## config.mk

```make
export PLATFORM = sky130hd
export DESIGN_NAME = count_bcd_scan
export DESIGN_NICKNAME = d
export VERILOG_FILES = /design/src/rtl/count_disp_pkg.sv /design/src/rtl/seg7_decode.sv /design/src/rtl/count_bcd_scan.sv
export SDC_FILE = /design/constraint.sdc
export NUM_CORES = 1
export LEC_CHECK = 0
export CORE_MARGIN = 8
export CORE_UTILIZATION = 57
export CTS_BUF_LIST = sky130_fd_sc_hd__clkbuf_16
export DETAILED_ROUTE_END_ITERATION = 16
export DONT_BUFFER_PORTS = 1
export PLACE_DENSITY_LB_ADDON = 0.25
export SKIP_CTS_REPAIR_TIMING = 1
export SLEW_MARGIN = 20
export SYNTH_ARGS = -nofsm -noshare
export SYNTH_HDL_FRONTEND = slang
export SYNTH_HIERARCHICAL = 1
export SYNTH_SLANG_ARGS = --single-unit
```

## constraint.sdc

```tcl
create_clock -name clk -period 3.2 [get_ports clk]
set_input_delay 0.96 -clock clk [delete_from_list [all_inputs] [get_ports clk]]
set_output_delay 0.96 -clock clk [all_outputs]
set_load 0.01 [all_outputs]
```

## src/rtl/count_disp_pkg.sv

```systemverilog
// Shared definitions for the BCD conversion and display-scan slice:
// FSM states, 7-segment glyphs and the digit-count sanity helper.
package count_disp_pkg;

   typedef enum logic [0:0] {
      IDLE = 1'b0,
      CONV = 1'b1
   } state_e;

   // Segment order is {g,f,e,d,c,b,a}, active-high
   localparam logic [6:0] SEG_0     = 7'b0111111;
   localparam logic [6:0] SEG_1     = 7'b0000110;
   localparam logic [6:0] SEG_2     = 7'b1011011;
   localparam logic [6:0] SEG_3     = 7'b1001111;
   localparam logic [6:0] SEG_4     = 7'b1100110;
   localparam logic [6:0] SEG_5     = 7'b1101101;
   localparam logic [6:0] SEG_6     = 7'b1111101;
   localparam logic [6:0] SEG_7     = 7'b0000111;
   localparam logic [6:0] SEG_8     = 7'b1111111;
   localparam logic [6:0] SEG_9     = 7'b1101111;
   localparam logic [6:0] SEG_BLANK = 7'b0000000;
   localparam logic [6:0] SEG_DASH  = 7'b1000000;

   // ceil(width * log10(2)) in integer arithmetic (log10(2) ~= 0.30103)
   function automatic int min_bcd_digits(input int width);
      return (width * 30103 + 99999) / 100000;
   endfunction

endpackage

```

## src/rtl/seg7_decode.sv

```systemverilog
// Combinational BCD nibble to 7-segment decoder; codes above 9 show a dash.
module seg7_decode
   import count_disp_pkg::*;
(
   input  logic [3:0] i_nibble,
   output logic [6:0] o_seg
);

   always_comb begin
      o_seg = SEG_DASH;
      case (i_nibble)
         4'd0:    o_seg = SEG_0;
         4'd1:    o_seg = SEG_1;
         4'd2:    o_seg = SEG_2;
         4'd3:    o_seg = SEG_3;
         4'd4:    o_seg = SEG_4;
         4'd5:    o_seg = SEG_5;
         4'd6:    o_seg = SEG_6;
         4'd7:    o_seg = SEG_7;
         4'd8:    o_seg = SEG_8;
         4'd9:    o_seg = SEG_9;
         default: o_seg = SEG_DASH;
      endcase
   end

endmodule

```

## src/rtl/count_bcd_scan.sv

```systemverilog
// Binary-to-BCD converter (sequential double-dabble) feeding a one-hot
// scanned 7-segment display that only ever shows completed results.
module count_bcd_scan
   import count_disp_pkg::*;
#(
   parameter int WIDTH    = 16,
   parameter int DIGITS   = 5,
   parameter int SCAN_DIV = 1000,
   parameter int BLANK    = 1
)(
   input  logic                  clk,
   input  logic                  rst,
   input  logic                  in_valid,
   output logic                  in_ready,
   input  logic [WIDTH-1:0]      in_count,
   output logic [4*DIGITS-1:0]   bcd_out,
   output logic                  bcd_valid,
   output logic [DIGITS-1:0]     dig_sel,
   output logic [6:0]            seg_out
);

   localparam int BW   = 4 * DIGITS;
   localparam int IDXW = (DIGITS > 1) ? $clog2(DIGITS) : 1;
   localparam int DIVW = (SCAN_DIV > 1) ? $clog2(SCAN_DIV) : 1;
   localparam int ITW  = $clog2(WIDTH + 1);

   generate
      if (DIGITS < min_bcd_digits(WIDTH)) begin : g_digits_too_small
         $error("count_bcd_scan: DIGITS too small for WIDTH");
      end
   endgenerate

   state_e            r_state;
   logic [WIDTH-1:0]  r_shift;
   logic [BW-1:0]     r_scratch;
   logic [ITW-1:0]    r_iter;
   logic [BW-1:0]     r_bcd;
   logic              r_bcd_valid;

   logic [DIVW-1:0]   r_div;
   logic [IDXW-1:0]   r_idx;
   logic [DIGITS-1:0] r_dig_sel;
   logic [6:0]        r_seg;

   logic [BW-1:0]     w_adj;
   logic [BW-1:0]     w_scratch_next;
   logic [WIDTH-1:0]  w_shift_next;
   logic [DIGITS-1:0] w_lead_zero;
   logic              w_all_zero;
   logic [3:0]        w_nibble;
   logic              w_blank;
   logic [6:0]        w_seg_dec;
   logic [6:0]        w_seg_sel;

   assign in_ready  = (r_state == IDLE);
   assign bcd_out   = r_bcd;
   assign bcd_valid = r_bcd_valid;
   assign dig_sel   = r_dig_sel;
   assign seg_out   = r_seg;

   // Double-dabble correction: any nibble of 5 or more gets +3 so the
   // following left shift carries cleanly into the next decimal digit.
   always_comb begin
      w_adj = '0;
      for (int i = 0; i < DIGITS; i++) begin
         if (r_scratch[4*i +: 4] >= 4'd5)
            w_adj[4*i +: 4] = r_scratch[4*i +: 4] + 4'd3;
         else
            w_adj[4*i +: 4] = r_scratch[4*i +: 4];
      end
   end

   assign {w_scratch_next, w_shift_next} = {w_adj, r_shift} << 1;

   // Conversion FSM: one shift per cycle, result lands in the held
   // display register only once all WIDTH bits have been consumed.
   always_ff @(posedge clk or posedge rst) begin
      if (rst) begin
         r_state     <= IDLE;
         r_shift     <= '0;
         r_scratch   <= '0;
         r_iter      <= '0;
         r_bcd       <= '0;
         r_bcd_valid <= 1'b0;
      end else begin
         r_bcd_valid <= 1'b0;
         case (r_state)
            IDLE: begin
               if (in_valid && in_ready) begin
                  r_shift   <= in_count;
                  r_scratch <= '0;
                  r_iter    <= ITW'(WIDTH);
                  r_state   <= CONV;
               end
            end
            CONV: begin
               r_scratch <= w_scratch_next;
               r_shift   <= w_shift_next;
               r_iter    <= r_iter - 1'b1;
               if (r_iter == ITW'(1)) begin
                  r_bcd       <= w_scratch_next;
                  r_bcd_valid <= 1'b1;
                  r_state     <= IDLE;
               end
            end
            default: r_state <= IDLE;
         endcase
      end
   end

   // w_lead_zero[i] is set when digit i and every digit above it are zero;
   // the selected digit's nibble and blank flag are muxed in the same pass.
   always_comb begin
      w_lead_zero = '0;
      w_all_zero  = 1'b1;
      w_nibble    = 4'd0;
      w_blank     = 1'b0;
      for (int i = DIGITS - 1; i >= 0; i--) begin
         w_all_zero     = w_all_zero && (r_bcd[4*i +: 4] == 4'd0);
         w_lead_zero[i] = w_all_zero;
      end
      for (int i = 0; i < DIGITS; i++) begin
         if (r_idx == IDXW'(i)) begin
            w_nibble = r_bcd[4*i +: 4];
            w_blank  = (BLANK != 0) && (i != 0) && w_lead_zero[i];
         end
      end
   end

   seg7_decode u_seg7_decode (
      .i_nibble (w_nibble),
      .o_seg    (w_seg_dec)
   );

   assign w_seg_sel = w_blank ? SEG_BLANK : w_seg_dec;

   // Scan timing: digit enable and its segments are registered together
   // so the panel never shows one digit's glyph on its neighbour.
   always_ff @(posedge clk or posedge rst) begin
      if (rst) begin
         r_div     <= '0;
         r_idx     <= '0;
         r_dig_sel <= DIGITS'(1);
         r_seg     <= SEG_0;
      end else begin
         if (r_div == DIVW'(SCAN_DIV - 1)) begin
            r_div <= '0;
            if (r_idx == IDXW'(DIGITS - 1))
               r_idx <= '0;
            else
               r_idx <= r_idx + 1'b1;
         end else begin
            r_div <= r_div + 1'b1;
         end
         r_dig_sel <= DIGITS'(1) << r_idx;
         r_seg     <= w_seg_sel;
      end
   end

endmodule
```

==> run summary, run 1 <==
The height of the chip is 105.6 microns. The switching power summed over all nets is 1.716 mW. The H-tree was split into 3 levels. Using the TritonRoute via totals, the vias-per-cell ratio works out to 5.795. The most critical setup path has its endpoint at seg_out[3]$_DFF_PP1_. 0 antenna diodes ended up in the layout.

In the finished design, the share of the clock period the worst path needs comes to 85.12%. Sorting the synthesized cells by area gives the leading types as sky130_fd_sc_hd__dfrtp_1 44%, sky130_fd_sc_hd__ha_1 6.6%, sky130_fd_sc_hd__mux2i_1 4.6%. The number of antenna violations at the first check in global routing came out at 0. The startpoint of the worst-slack reg-to-reg timing path is r_idx[0]$_DFFE_PP0N_. The number of warning messages in the yosys log came out at 6.

Adding up every negative setup slack in the final design gives 0 ns. For the worst-skew pair, the clock arrives at the later sink with an insertion delay of around 0.34 ns. The maximum vdd ir drop is between 0.4 and 0.5 mV. The total clock buffers created by CTS is 9.

The worst-case headroom to the max-slew limit is ~55%. The maximum number of pins on one net before global-route repair came out at 89. Static timing analysis puts the maximum clock frequency at 367.1 MHz. The relative area change from synthesis to final layout is 7.842%. The area of the mapped netlist came out at 4579 sq um. Summed over all instances, the cell type with the most area after synthesis is sky130_fd_sc_hd__dfrtp_1. For this design the ratio of total power to cell area is about 950 nW/um^2. The required time of the critical path came out at 3.47 ns. TritonCTS built the clock tree. Setup violations remaining at the end of the flow were counted as 0. The full die area is 11160 sq um. The number of buffers added on ports came out at 0. The top-level port count is 53.

The reg2reg setup slack came out at between 0.4 and 0.5 ns. The part of the Yosys area used for sequential elements came out at 48.28%. The placement-stage worst setup slack came out at 0.3275 ns. The floorplan step defined a core boundary enclosing 7767 sq um. The max-cap violation count came out at 0. The congestion estimate from routability-driven global placement came to 0.8554. The flow ran to the end, and the final reports show no timing, DRC or antenna violations. Counting every net in the synthesized netlist gives 500.

The floorplan die width came out at 105.6 microns. The worst-case clock skew came out at 0.006014 ns. The CTS clock-pin slew for the worst setup and hold paths came out at 0.06 ns. For the pin with the worst max-slew slack, the measured transition is 0.6681 ns. The hold violation count in the final report is 0. The buffer cell driving the clock tree root is sky130_fd_sc_hd__clkbuf_16. The category of the critical setup timing path is reg -> reg.

The total length of routed wires is 9.121 mm. The via total after detailed routing is around 3200. The wire length of the first global-routing pass came out at 15.81 mm.

The total overflow reported by the global router is 0. Net switching is a little over a third of the power. The share of total power in sequential cells is 43.4%. The first detailed-routing pass took 4 iterations. The mean instance size in the synthesized netlist came out at 10.02 sq um.

Summed over all nets, the half-perimeter wirelength after detailed placement is 6.276 mm. The minimum period implied by the final worst setup slack came out at about 2.7 ns. In this run the worst hold path is classified as reg -> reg.

In this run, synthesis produced a sequential element count of 88. Setup repair after global routing left no endpoint under its margin. The remaining antenna violation count after routing is 0.

The origin of the worst setup path is r_idx[0]$_DFFE_PP0N_. The worst setup path is captured at a register. Counting every sink on the clock net gives 88. The routed length per instance came out at between 15 and 20 microns. The number of nets in the layout came out at between 400 and 500. The arrival time of the worst setup path came out at roughly 3.0 ns. The setup slack of the critical path after layout is roughly 0.48 ns.

The startpoint kind of the worst setup timing path is a register. The combinational group share of total power is around 33%. The number of distinct standard cells referenced by the synthesized netlist is 46.

The internal portion of the total power is 2.965 mW. For this run, the total global-route usage over all layers was measured as 17.38%. The final number of max-transition violations is 0. In the routed design, unresolved DRC markers number 0. The worst-case reg-to-reg path depth is 11. The clock network burns approximately a quarter of the power.

Cells with a size suffix above 1 make up 11.70% of the layout. After filler insertion, the fill cell instance count of the layout stands at 640. The row count is 32.

Leaving out fill and tap cells, the most frequent cell in the layout is sky130_fd_sc_hd__dfrtp_1. The area fraction of the dominant cell type after synthesis is 44.26%. The number of global-route vias before repair was ~3200. The worst register-to-register path ends at seg_out[3]$_DFF_PP1_. The analysis attributes to cell leakage a power of approximately 2.2 nW. The number of instances in the synthesized netlist is 457. For this configuration, the core starts out at a cell density of roughly 59%. In the layout the commonest cells are 80 x sky130_fd_sc_hd__dfrtp_1, 48 x sky130_fd_sc_hd__nand2_1, 39 x sky130_fd_sc_hd__o21ai_0. The largest driver fanout on the critical path is 15. The DRC violation total after the first TritonRoute iteration is 131. The maximum clock path buffer count is 2. The completed layout was analyzed and its total power is about 4.7 mW.
cell families (layout without fill, tap and decap cells):
kind of cell	count (synthesis)	in the layout	share of synthesized area, %
AOI/OAI and AO/OA	110	110	14.37
xor gates and xnor gates	14	14	2.678
adders and majority gates	24	24	6.557
buffers and inverters	52	48	5.300
DFF	88	88	48.28
muxes	33	33	7.541
and+or+nand+nor	136	136	15.27
sequential cells by signal, summed over array words and instances (netlist names):
register   count
dig_sel        5
r_iter         5
r_idx          3
r_scratch     20
bcd_out       20
bcd_valid      1
r_div         10
seg_out        7
r_shift       16
r_state        1
metrics by stage:
step	std cells	hold slack, ns	area (sq um)	utilization [%]
2_1_floorplan	457	0.4492	4583	-
3_3_place_gp	540	0.4660	4624	59.54
3_5_place_dp	540	0.4736	4624	59.54
4_1_cts	555	0.4933	4935	63.53
5_1_grt	555	0.5146	4938	63.58
6_report	555	0.4862	4938	63.58
worst min-delay path by stage:
stage                                  from                       to  slack [ns]  cells after the start
detailed placement   r_shift[5]$_DFFE_PP0P_   r_shift[6]$_DFFE_PP0P_        0.47                      2
global route        r_shift[11]$_DFFE_PP0P_  r_shift[12]$_DFFE_PP0P_        0.51                      2
CTS                  r_shift[1]$_DFFE_PP0P_   r_shift[2]$_DFFE_PP0P_        0.49                      2
global placement    r_shift[14]$_DFFE_PP0P_  r_shift[15]$_DFFE_PP0P_        0.47                      2
floorplan            r_shift[9]$_DFFE_PP0P_  r_shift[10]$_DFFE_PP0P_        0.45                      2
finish               r_shift[2]$_DFFE_PP0P_   r_shift[3]$_DFFE_PP0P_        0.49                      2
worst max-delay path: stages (launching register included):
cell and delay (ns):
sky130_fd_sc_hd__dfrtp_1 0.40, sky130_fd_sc_hd__inv_1 0.13, sky130_fd_sc_hd__ha_1 0.49, sky130_fd_sc_hd__nand2_1 0.09, sky130_fd_sc_hd__o21ai_0 0.19, sky130_fd_sc_hd__a221oi_1 0.12, sky130_fd_sc_hd__a21oi_2 0.33, sky130_fd_sc_hd__inv_1 0.15
sky130_fd_sc_hd__ha_1 0.20, sky130_fd_sc_hd__mux2_2 0.28, sky130_fd_sc_hd__o22ai_1 0.14, sky130_fd_sc_hd__nor2b_1 0.14
routing by layer:
layer	wire (microns)	global-route usage (%)	share of wire (%)	vias up
met5	0	0	0	-
met4	127	5.829	1.4	0
met3	605	5.542	6.6	11
met2	4435	28.55	49	65
met1	3952	21.18	43	1571
li1	-	-	-	1569
cell type report:
| class | instances | area (sq um) | area share, % |
|---|---|---|---|
| sequential | 88 | 2212 | 44.79 |
| timing repair buffer | 5 | 50.05 | 1.013 |
| clock inverter | 6 | 85.08 | 1.723 |
| clock buffer | 9 | 225.2 | 4.560 |
| multi-input combinational | 317 | 2130 | 43.12 |
| tap | 102 | 127.6 | 2.584 |
| inverter | 28 | 108.9 | 2.204 |
cell usage after synthesis (all sizes together):
cell type	count
mux2i	21
a221oi	4
nor4	4
a211oi	2
nand4	1
and2	2
nor2	17
nand3	9
o221ai	1
nor3	12
a21oi	33
a31oi	1
o22ai	11
and3	1
dfstp	7
a21o	13
nand2	48
nor3b	14
nor2b	12
nand3b	1
and4	1
dfrtp	81
mux2	12
clkbuf	7
buf	17
o31ai	1
nand2b	6
nand4b	1
a22oi	1
ha	24
o21ai	42
xnor2	11
or2	2
o31a	1
xor2	3
or3	4
and4bb	1
inv	28
power groups by stage:
stage	clock network (mW)	registers, mW	logic, mW
final	1.10	2.03	1.55
after global routing	1.16	2.10	1.79
after CTS	1.12	2.04	1.56
after detailed placement	0	2.06	1.54
after global placement	0	2.04	1.47
after floorplan	0	1.88	1.35
Power figures use the tool's default switching activity.
==> run 2, diff against run 1 <==
==> constraint.sdc (replaced) <==
create_clock -name clk -period 3.2 [get_ports clk]
set_input_delay 0.48 -clock clk [delete_from_list [all_inputs] [get_ports clk]]
set_output_delay 0.48 -clock clk [all_outputs]
set_load 0.01 [all_outputs]
==> run 2 against run 1 <==
Net effect:
- non-clock buffer count unchanged
- final cell count increased by 0.18%
- register-to-register slack lost 0.16 ns
- fmax shrank 5.4%
- via count up 0.56%
- die area stayed put
- clock-buffer cell count stayed put
- critical path type unchanged
- critical endpoint unchanged
- largest cell class unchanged
- highest routed layer unchanged
==> run summary, run 2 (synthesis gave the netlist of run 1 again) <==
The sum of internal, switching and leakage power is 4.605 mW (-1.6%). The worst-case reg-to-reg path depth came to 11 (unchanged). The top-level port count came out at 53 (unchanged).

The final standard cell utilization of the core came out at 62.97% (-0.61 points). The count of unresolved DRC violations after routing came to 0 (unchanged). The total length of routed wires came out at 9.488 mm (+4.0%).

The worst hold path class is in -> async. The DRC violation total after the first TritonRoute iteration is 105 (-20%). The minimum period implied by the final worst setup slack came out at 2.879 ns (+0.1554 ns). In the layout the commonest cells are 80 x sky130_fd_sc_hd__dfrtp_1, 48 x sky130_fd_sc_hd__nand2_1, 39 x sky130_fd_sc_hd__o21ai_0. The run finished with clean final reports. The worst setup path is of the reg -> reg kind. The combinational group share of total power was 33.9% (+0.8 points). The row count is 32 (unchanged). The total clock buffers created by CTS is 9 (unchanged). The logic depth of the worst path, buffers included is 11 (unchanged).

The max-cap violation count is 0 (unchanged). The number of antenna diodes is 0 (unchanged). The buffer cell driving the clock tree root is sky130_fd_sc_hd__clkbuf_16.

The estimated wirelength of the detail-placed design came out at 6.747 mm (+7.5%). The full die area is 11160 sq um (unchanged). The via total after detailed routing came out at 3234 (+0.56%). The worst-case headroom to the max-slew limit came out at 46.94% (-8.5 points). The static leakage came to 2.236 nW (about the same). The remaining antenna violation count after routing is 0 (unchanged).

The setup slack of the critical path after layout is 0.3207 ns (-0.1554 ns). The maximum vdd ir drop came to 0.4212 mV (-0.71%). The type of element capturing the critical path is a register. The hold violation count in the final report was 0 (unchanged). The number of nets in the layout was 492 (unchanged). STA classifies the critical path startpoint as a register. The number of global-route vias before repair is 3226 (-0.55%). Setup repair after global routing left no endpoint under its margin. The worst stage delay on the critical path is 0.49 ns (about the same). The signal on the critical path passes through inv_1 > ha_1 > nand2_1 > o21ai_0 > a221oi_1 > a21oi_1 > inv_1 > ha_1 > mux2_2 > o22ai_1 > nor2b_1.

The placement-stage worst setup slack is 0.3386 ns (+0.01117 ns). The final number of max-transition violations was 0 (unchanged). The first-pass detailed-route iteration total came out at 4 (unchanged). The share of total power in the clock network is 21.9% (-1.6 points). TritonCTS built the clock tree. The maximum number of pins on one net before global-route repair is 47 (-47%). The library cell used most frequently in the layout, excluding fill and tap cells, is sky130_fd_sc_hd__dfrtp_1. The switching power summed over all nets came out at 1.727 mW (+0.69%). The overall track demand over capacity in global routing is 17.57% (+0.19 points). The final estimated routing congestion in global placement is 0.8840 (+3.3%). The initial core utilization came out at 58.96% (unchanged). The final non-filler cell area was 4891 sq um (-0.96%).

The H-tree level count is 3 (unchanged). The total negative setup slack came out at 0 ns (unchanged). The total overflow reported by the global router came out at 0 (unchanged). The count of final setup violators is 0 (unchanged). The maximum clock frequency came out at 347.3 MHz (-5.4%). The share of total power in sequential cells is 44.2% (+0.8 points). The cell area after placement is 4609 sq um (-0.32%).

The core area is 7767 sq um (unchanged). The number of buffers added on ports is 0 (unchanged). The required time of the critical path came out at 3.47 ns (about the same).

The number of antenna violations at the first check in global routing came out at 0 (unchanged). The portion of the clock cycle consumed by the worst path in the final layout came out at 89.98% (+4.9 points). The clock sink count came out at 88 (unchanged). The average via count per standard cell is 5.817 (+0.38%). The later-pin clock latency in the skew report is 0.34 ns (about the same).

The met2 demand-to-capacity share in global routing is 28.60% (+0.045 points). For this design, the slowest cell found on the critical path is sky130_fd_sc_hd__a21oi_1. The internal power summed over all cells is 2.877 mW (-3.0%). The fraction of final layout cells with drive strength greater than 1 came out at 11.23% (-0.47 points). The height of the chip came out at 105.6 microns (unchanged). The number of buffers and inverters on the critical path was 2 (unchanged).

The worst-case clock skew is 0.005708 ns (-0.0003055 ns). The global-route met1 utilization is 21.62% (+0.45 points). The CTS clock-pin slew for the worst setup and hold paths is 0.06 ns (about the same). The arrival time of the worst setup path is 3.15 ns (+0.15 ns). The relative area change from synthesis to final layout is 6.803%. The largest driver fanout on the critical path came out at 15 (unchanged).

After global routing, the most crowded layer is met2. The cell family contributing the most delay on the critical path is compound AO/OA/AOI/OAI gates. The floorplan die width came out at 105.6 microns (unchanged). The switching share of power was 37.51% (+0.86 points).

The power per unit of standard cell area came out at 941.4 nW/um^2 (-0.67%). The routed length per instance was 17.06 microns (+3.8%). The wire length of the first global-routing pass is 15.97 mm (+1.0%).

The measured slew at the worst slew-check pin came out at 0.7950 ns (+0.1269 ns). The met3 usage in global routing is 4.872% (-0.67 points). The maximum clock path buffer count was 2 (unchanged).
## run 2: worst paths after layout
path | startpoint | slack, ns | endpoint
hold / removal | rst | 0.13 | bcd_out[5]$_DFFE_PP0P_
setup reg to reg | r_idx[0]$_DFFE_PP0N_ | 0.32 | seg_out[3]$_DFF_PP1_
max in group asynchronous | rst | 2.24 | r_state$_DFF_PP0_
min in group clk | in_valid | 0.24 | r_scratch[0]$_DFFE_PP0P_
hold reg to reg | r_shift[12]$_DFFE_PP0P_ | 0.49 | r_shift[13]$_DFFE_PP0P_
setup / recovery | r_idx[0]$_DFFE_PP0N_ | 0.32 | seg_out[3]$_DFF_PP1_
## run 2: power groups by stage
stage,clock network [mW],registers [mW],logic [mW]
after floorplan,0,1.88,1.35
after detailed placement,0,2.06,1.57
after CTS,1.02,2.04,1.58
after global placement,0,2.04,1.48
after global routing,1.07,2.09,1.79
final,1.01,2.03,1.56
## run 2: routing by layer
layer	vias to the layer above	routed length, microns
met3	21	576
met4	0	221
met1	1560	4142
met5	-	0
met2	85	4548
li1	1568	-
## run 2: cell type report
class	instances	area [sq um]
Clock buffer	9	225.2
Clock inverter	7	56.30
Fill cell	650	2877
Inverter	28	106.4
Multi-Input combinational cell	317	2126
Sequential cell	88	2212
Tap cell	102	127.6
Timing Repair Buffer	5	37.54
## run 2: metrics by stage
step,hold slack (ns),std cells
floorplan,0.4492,457
global placement,0.4642,540
detailed placement,0.4758,540
CTS,0.1499,556
global route,0.1906,556
finish,0.1269,556
## run 2: worst reg2reg max path: stages (launching register included)
cell and delay (ns):
sky130_fd_sc_hd__dfrtp_1 0.41, sky130_fd_sc_hd__inv_1 0.13, sky130_fd_sc_hd__ha_1 0.47, sky130_fd_sc_hd__nand2_1 0.10
sky130_fd_sc_hd__o21ai_0 0.17, sky130_fd_sc_hd__a221oi_1 0.09, sky130_fd_sc_hd__a21oi_1 0.49, sky130_fd_sc_hd__inv_1 0.18
sky130_fd_sc_hd__ha_1 0.21, sky130_fd_sc_hd__mux2_2 0.27, sky130_fd_sc_hd__o22ai_1 0.15, sky130_fd_sc_hd__nor2b_1 0.15
==> run 3, diff against run 2 <==
--- a/config.mk
+++ b/config.mk
@@ -5,6 +5,7 @@
 export SDC_FILE = /design/constraint.sdc
 export NUM_CORES = 1
 export LEC_CHECK = 0
+export CAP_MARGIN = 20
 export CORE_MARGIN = 8
 export CORE_UTILIZATION = 57
 export CTS_BUF_LIST = sky130_fd_sc_hd__clkbuf_16
@@ -15,5 +16,4 @@
 export SLEW_MARGIN = 20
 export SYNTH_ARGS = -nofsm -noshare
 export SYNTH_HDL_FRONTEND = slang
-export SYNTH_HIERARCHICAL = 1
 export SYNTH_SLANG_ARGS = --single-unit
==> run 3 against run 2 <==
Net effect:
- power rose by 0.34%
- clock-buffer cell count stayed put
- die area decreased by 2.0%
- clock skew up 0.0020 ns
- sequential cell count did not move
- final cell count shrank 0.72%
- critical path depth fell by 3
- routed wire length hardly changed
- area after synthesis decreased by 2.3%
- global-route usage grew 0.53 points
- sequential share of layout area increased by 0.60 points
- synthesized cell count is 1.8% lower
- largest cell class unchanged
==> run summary, run 3 <==
The number of antenna violations at the first check in global routing was 0 (unchanged). The static leakage is 2.172 nW (-2.9%). The worst-case headroom to the max-slew limit came out at 47.31% (+0.37 points). The H-tree level count is 3 (unchanged). The number of global-route vias before repair came out at 3259 (+1.0%). The core area came out at 7647 sq um (-1.5%). The mean instance size in the synthesized netlist is 9.959 sq um (-0.61%).

The required time of the critical path came out at 3.46 ns (about the same). The global-route met1 utilization came out at 20.96% (-0.67 points). The worst-case clock skew came out at 0.007672 ns (+0.001964 ns). The number of buffers and inverters on the critical path came to 2 (unchanged). TritonCTS built the clock tree.

The height of the chip is 104.6 microns (-1.0%). The placement-stage worst setup slack came to 0.4700 ns (+0.1313 ns). The top-level port count came out at 53 (unchanged). The area fraction of the dominant cell type after synthesis is 45.33% (+1.1 points). The clock sink count came to 88 (unchanged). The relative area change from synthesis to final layout came out at 7.890%. The first-pass detailed-route iteration total is 4 (unchanged). The portion of the clock cycle consumed by the worst path in the final layout is 86.10% (-3.9 points). The maximum clock frequency is 362.9 MHz (+4.5%).

The critical path is of the reg -> reg type. The minimum period implied by the final worst setup slack was 2.755 ns (-0.1239 ns). The number of distinct standard cells referenced by the synthesized netlist came out at 53 (+15%).

The setup slack of the critical path after layout came out at 0.4447 ns (+0.1239 ns). The fraction of final layout cells with drive strength greater than 1 came out at 10.22% (-1.0 points). The part of the Yosys area used for sequential elements came out at 49.44% (+1.2 points). The count of final setup violators came out at 0 (unchanged). The power per unit of standard cell area came out at 957.6 nW/um^2 (+1.7%). The number of buffers added on ports is 0 (unchanged).

The full die area came out at 10940 sq um (-2.0%). The later-pin clock latency in the skew report is 0.34 ns (about the same). Yosys instantiated no cell more often than sky130_fd_sc_hd__dfrtp_1. The count of unresolved DRC violations after routing is 0 (unchanged).

The via total after detailed routing came to 3196 (-1.2%). Setup repair after global routing left no endpoint under its margin. Among cell families on the critical path, the largest total delay comes from adder cells. The maximum clock path buffer count came to 2 (unchanged).

The flow ran to the end, and the final reports show no timing, DRC or antenna violations. The max-cap violation count is 0 (unchanged). The remaining antenna violation count after routing came out at 0 (unchanged). The worst setup path is captured at a register. In the synthesized netlist the dominant register cell turns out to be sky130_fd_sc_hd__dfrtp_1.

The met2 demand-to-capacity share in global routing was 29.51% (+0.91 points). The measured slew at the worst slew-check pin is 0.7894 ns (-0.005572 ns). The total overflow reported by the global router came to 0 (unchanged). The signal on the critical path passes through inv_1 > ha_1 > and3_1 > a221oi_2 > inv_1 > ha_1 > or3_1 > a31oi_1. The number of instances in the synthesized netlist is 449 (-1.8%). The library cells used most frequently in the layout, excluding fill and tap cells, are 81 x sky130_fd_sc_hd__dfrtp_1, 69 x sky130_fd_sc_hd__nand2_1, 47 x sky130_fd_sc_hd__o21ai_0. The met3 usage in global routing was 6.757% (+1.9 points). The hold violation count in the final report came to 0 (unchanged).

Clock tree synthesis selected as its root buffer the cell sky130_fd_sc_hd__clkbuf_16. The cell accounting for the most synthesized area is sky130_fd_sc_hd__dfrtp_1. The total clock buffers created by CTS came to 9 (unchanged). The highest-utilization routing layer at the global route stage is met2.

Leaving out fill and tap cells, the most frequent cell in the layout is sky130_fd_sc_hd__dfrtp_1. STA classifies the critical path startpoint as a register. The CTS clock-pin slew for the worst setup and hold paths came out at 0.06 ns (about the same). The count of flip-flops with a built-in enable after synthesis is 0 (unchanged). The total negative setup slack was 0 ns (unchanged). The number of register bits inferred by synthesis came out at 88 (unchanged).

The number of warning messages in the yosys log was 0 (-6). The initial core utilization was 58.48% (-0.48 points). The arrival time of the worst setup path is 3.02 ns (-0.13 ns). The largest driver fanout on the critical path is 10 (-5). The routed length per instance is 17.20 microns (+0.79%).

The worst stage delay on the critical path came out at 0.56 ns (+0.07 ns). The row count was 32 (unchanged). The wire length of the first global-routing pass is 16.10 mm (+0.78%). The area of the mapped netlist came out at 4472 sq um (-2.3%). The average via count per standard cell is 5.790 (-0.46%). Sorting the synthesized cells by how often they occur yields 81 x sky130_fd_sc_hd__dfrtp_1, 69 x sky130_fd_sc_hd__nand2_1, 47 x sky130_fd_sc_hd__o21ai_0. The final number of max-transition violations is 0 (unchanged). The share of synthesized registers carrying an async set or reset came out at 100.0% (unchanged). The slowest stage of the critical path belongs to the cell sky130_fd_sc_hd__dfrtp_1.

The number of antenna diodes was 0 (unchanged). The number of nets in the layout came out at 487 (-1.0%). The overall track demand over capacity in global routing came to 18.10% (+0.53 points). The floorplan die width came out at 104.6 microns (-1.0%). The final estimated routing congestion in global placement came out at 0.8587 (-2.9%). The maximum vdd ir drop came out at 0.3606 mV (-14%). Sorting the synthesized cells by area gives the leading types as sky130_fd_sc_hd__dfrtp_1 45%, sky130_fd_sc_hd__ha_1 6.4%, sky130_fd_sc_hd__nand2_1 5.8%. The min-delay analysis places its worst path in the category in -> async. The total length of routed wires is 9.494 mm (about the same). The DRC violation total after the first TritonRoute iteration came to 95 (-9.5%).

The estimated wirelength of the detail-placed design came out at 6.513 mm (-3.5%). The maximum number of pins on one net before global-route repair is 58 (+23%). The total nets after synthesis came out at 491 (-1.8%).
==> run 3: cell count changes in the layout (fill, tap and decap cells not counted), moves of 8 or more <==
cell	before	now
sky130_fd_sc_hd__nand2_1	48	69
sky130_fd_sc_hd__a21oi_1	29	21
sky130_fd_sc_hd__a21o_1	13	1
sky130_fd_sc_hd__nor2b_1	12	3
sky130_fd_sc_hd__inv_1	29	21
sky130_fd_sc_hd__o21ai_0	39	47
==> run 3: report_power, final <==
part | leakage [nW] | internal (mW) | switching, mW
sequential | 1.11 | 1.53 | 0.463
clock | 0.142 | 0.598 | 0.422
combinational | 0.921 | 0.699 | 0.905
==> run 3: logic make-up (layout without fill, tap and decap cells) <==
| family | after synthesis | after routing | synth area share, % |
|---|---|---|---|
| AND/OR/NAND/NOR | 149 | 149 | 16.45 |
| adder cells (fa/ha/maj) | 23 | 23 | 6.435 |
| buffers and inverters | 43 | 44 | 4.309 |
| AO/OA/AOI/OAI | 101 | 101 | 13.35 |
| multiplexers | 32 | 32 | 7.471 |
| flip-flops | 88 | 88 | 49.44 |
| XOR/XNOR | 13 | 13 | 2.546 |
==> run 3: final timing paths <==
kind,startpoint,endpoint,slack [ns],cells after the start
min in group clk,in_valid,r_scratch[0]$_DFFE_PP0P_,0.23,1
max reg2reg,r_idx[2]$_DFFE_PP0N_,seg_out[3]$_DFF_PP1_,0.44,8
max,r_idx[2]$_DFFE_PP0N_,seg_out[3]$_DFF_PP1_,0.44,8
min,rst,bcd_out[18]$_DFFE_PP0P_,0.15,1
max in group asynchronous,rst,r_div[5]$_DFF_PP0_,2.29,2
min reg2reg,r_shift[1]$_DFFE_PP0P_,r_shift[2]$_DFFE_PP0P_,0.48,2
==> run 3: cell type report <==
| class | count | area (sq um) |
|---|---|---|
| repair buffers | 5 | 37.54 |
| clock inverters | 7 | 62.56 |
| fillers | 604 | 2823 |
| multi-input cells | 318 | 2068 |
| well taps | 102 | 127.6 |
| inverters | 23 | 92.59 |
| clock buffers | 9 | 225.2 |
| flip-flops and latches | 88 | 2211 |
==> run 3: routing by layer <==
layer	vias to the layer above	share of wire (%)
li1	1555	-
met1	1538	42
met2	79	49
met3	24	6.6
met4	0	2.4
met5	-	0
==> run 3: per-stage QoR <==
step / total power [mW] / hold WS, ns / cells / cell area [sq um] / utilization (%)
4_1_cts: 4.648 / 0.1789 / 552 / 4825 / 63.09
3_5_place_dp: 3.595 / 0.4646 / 536 / 4537 / 59.33
5_1_grt: 4.958 / 0.2033 / 552 / 4825 / 63.09
6_report: 4.620 / 0.1462 / 552 / 4825 / 63.09
2_1_floorplan: 3.202 / 0.4445 / 449 / 4472 / -
3_3_place_gp: 3.511 / 0.4592 / 536 / 4537 / 59.33
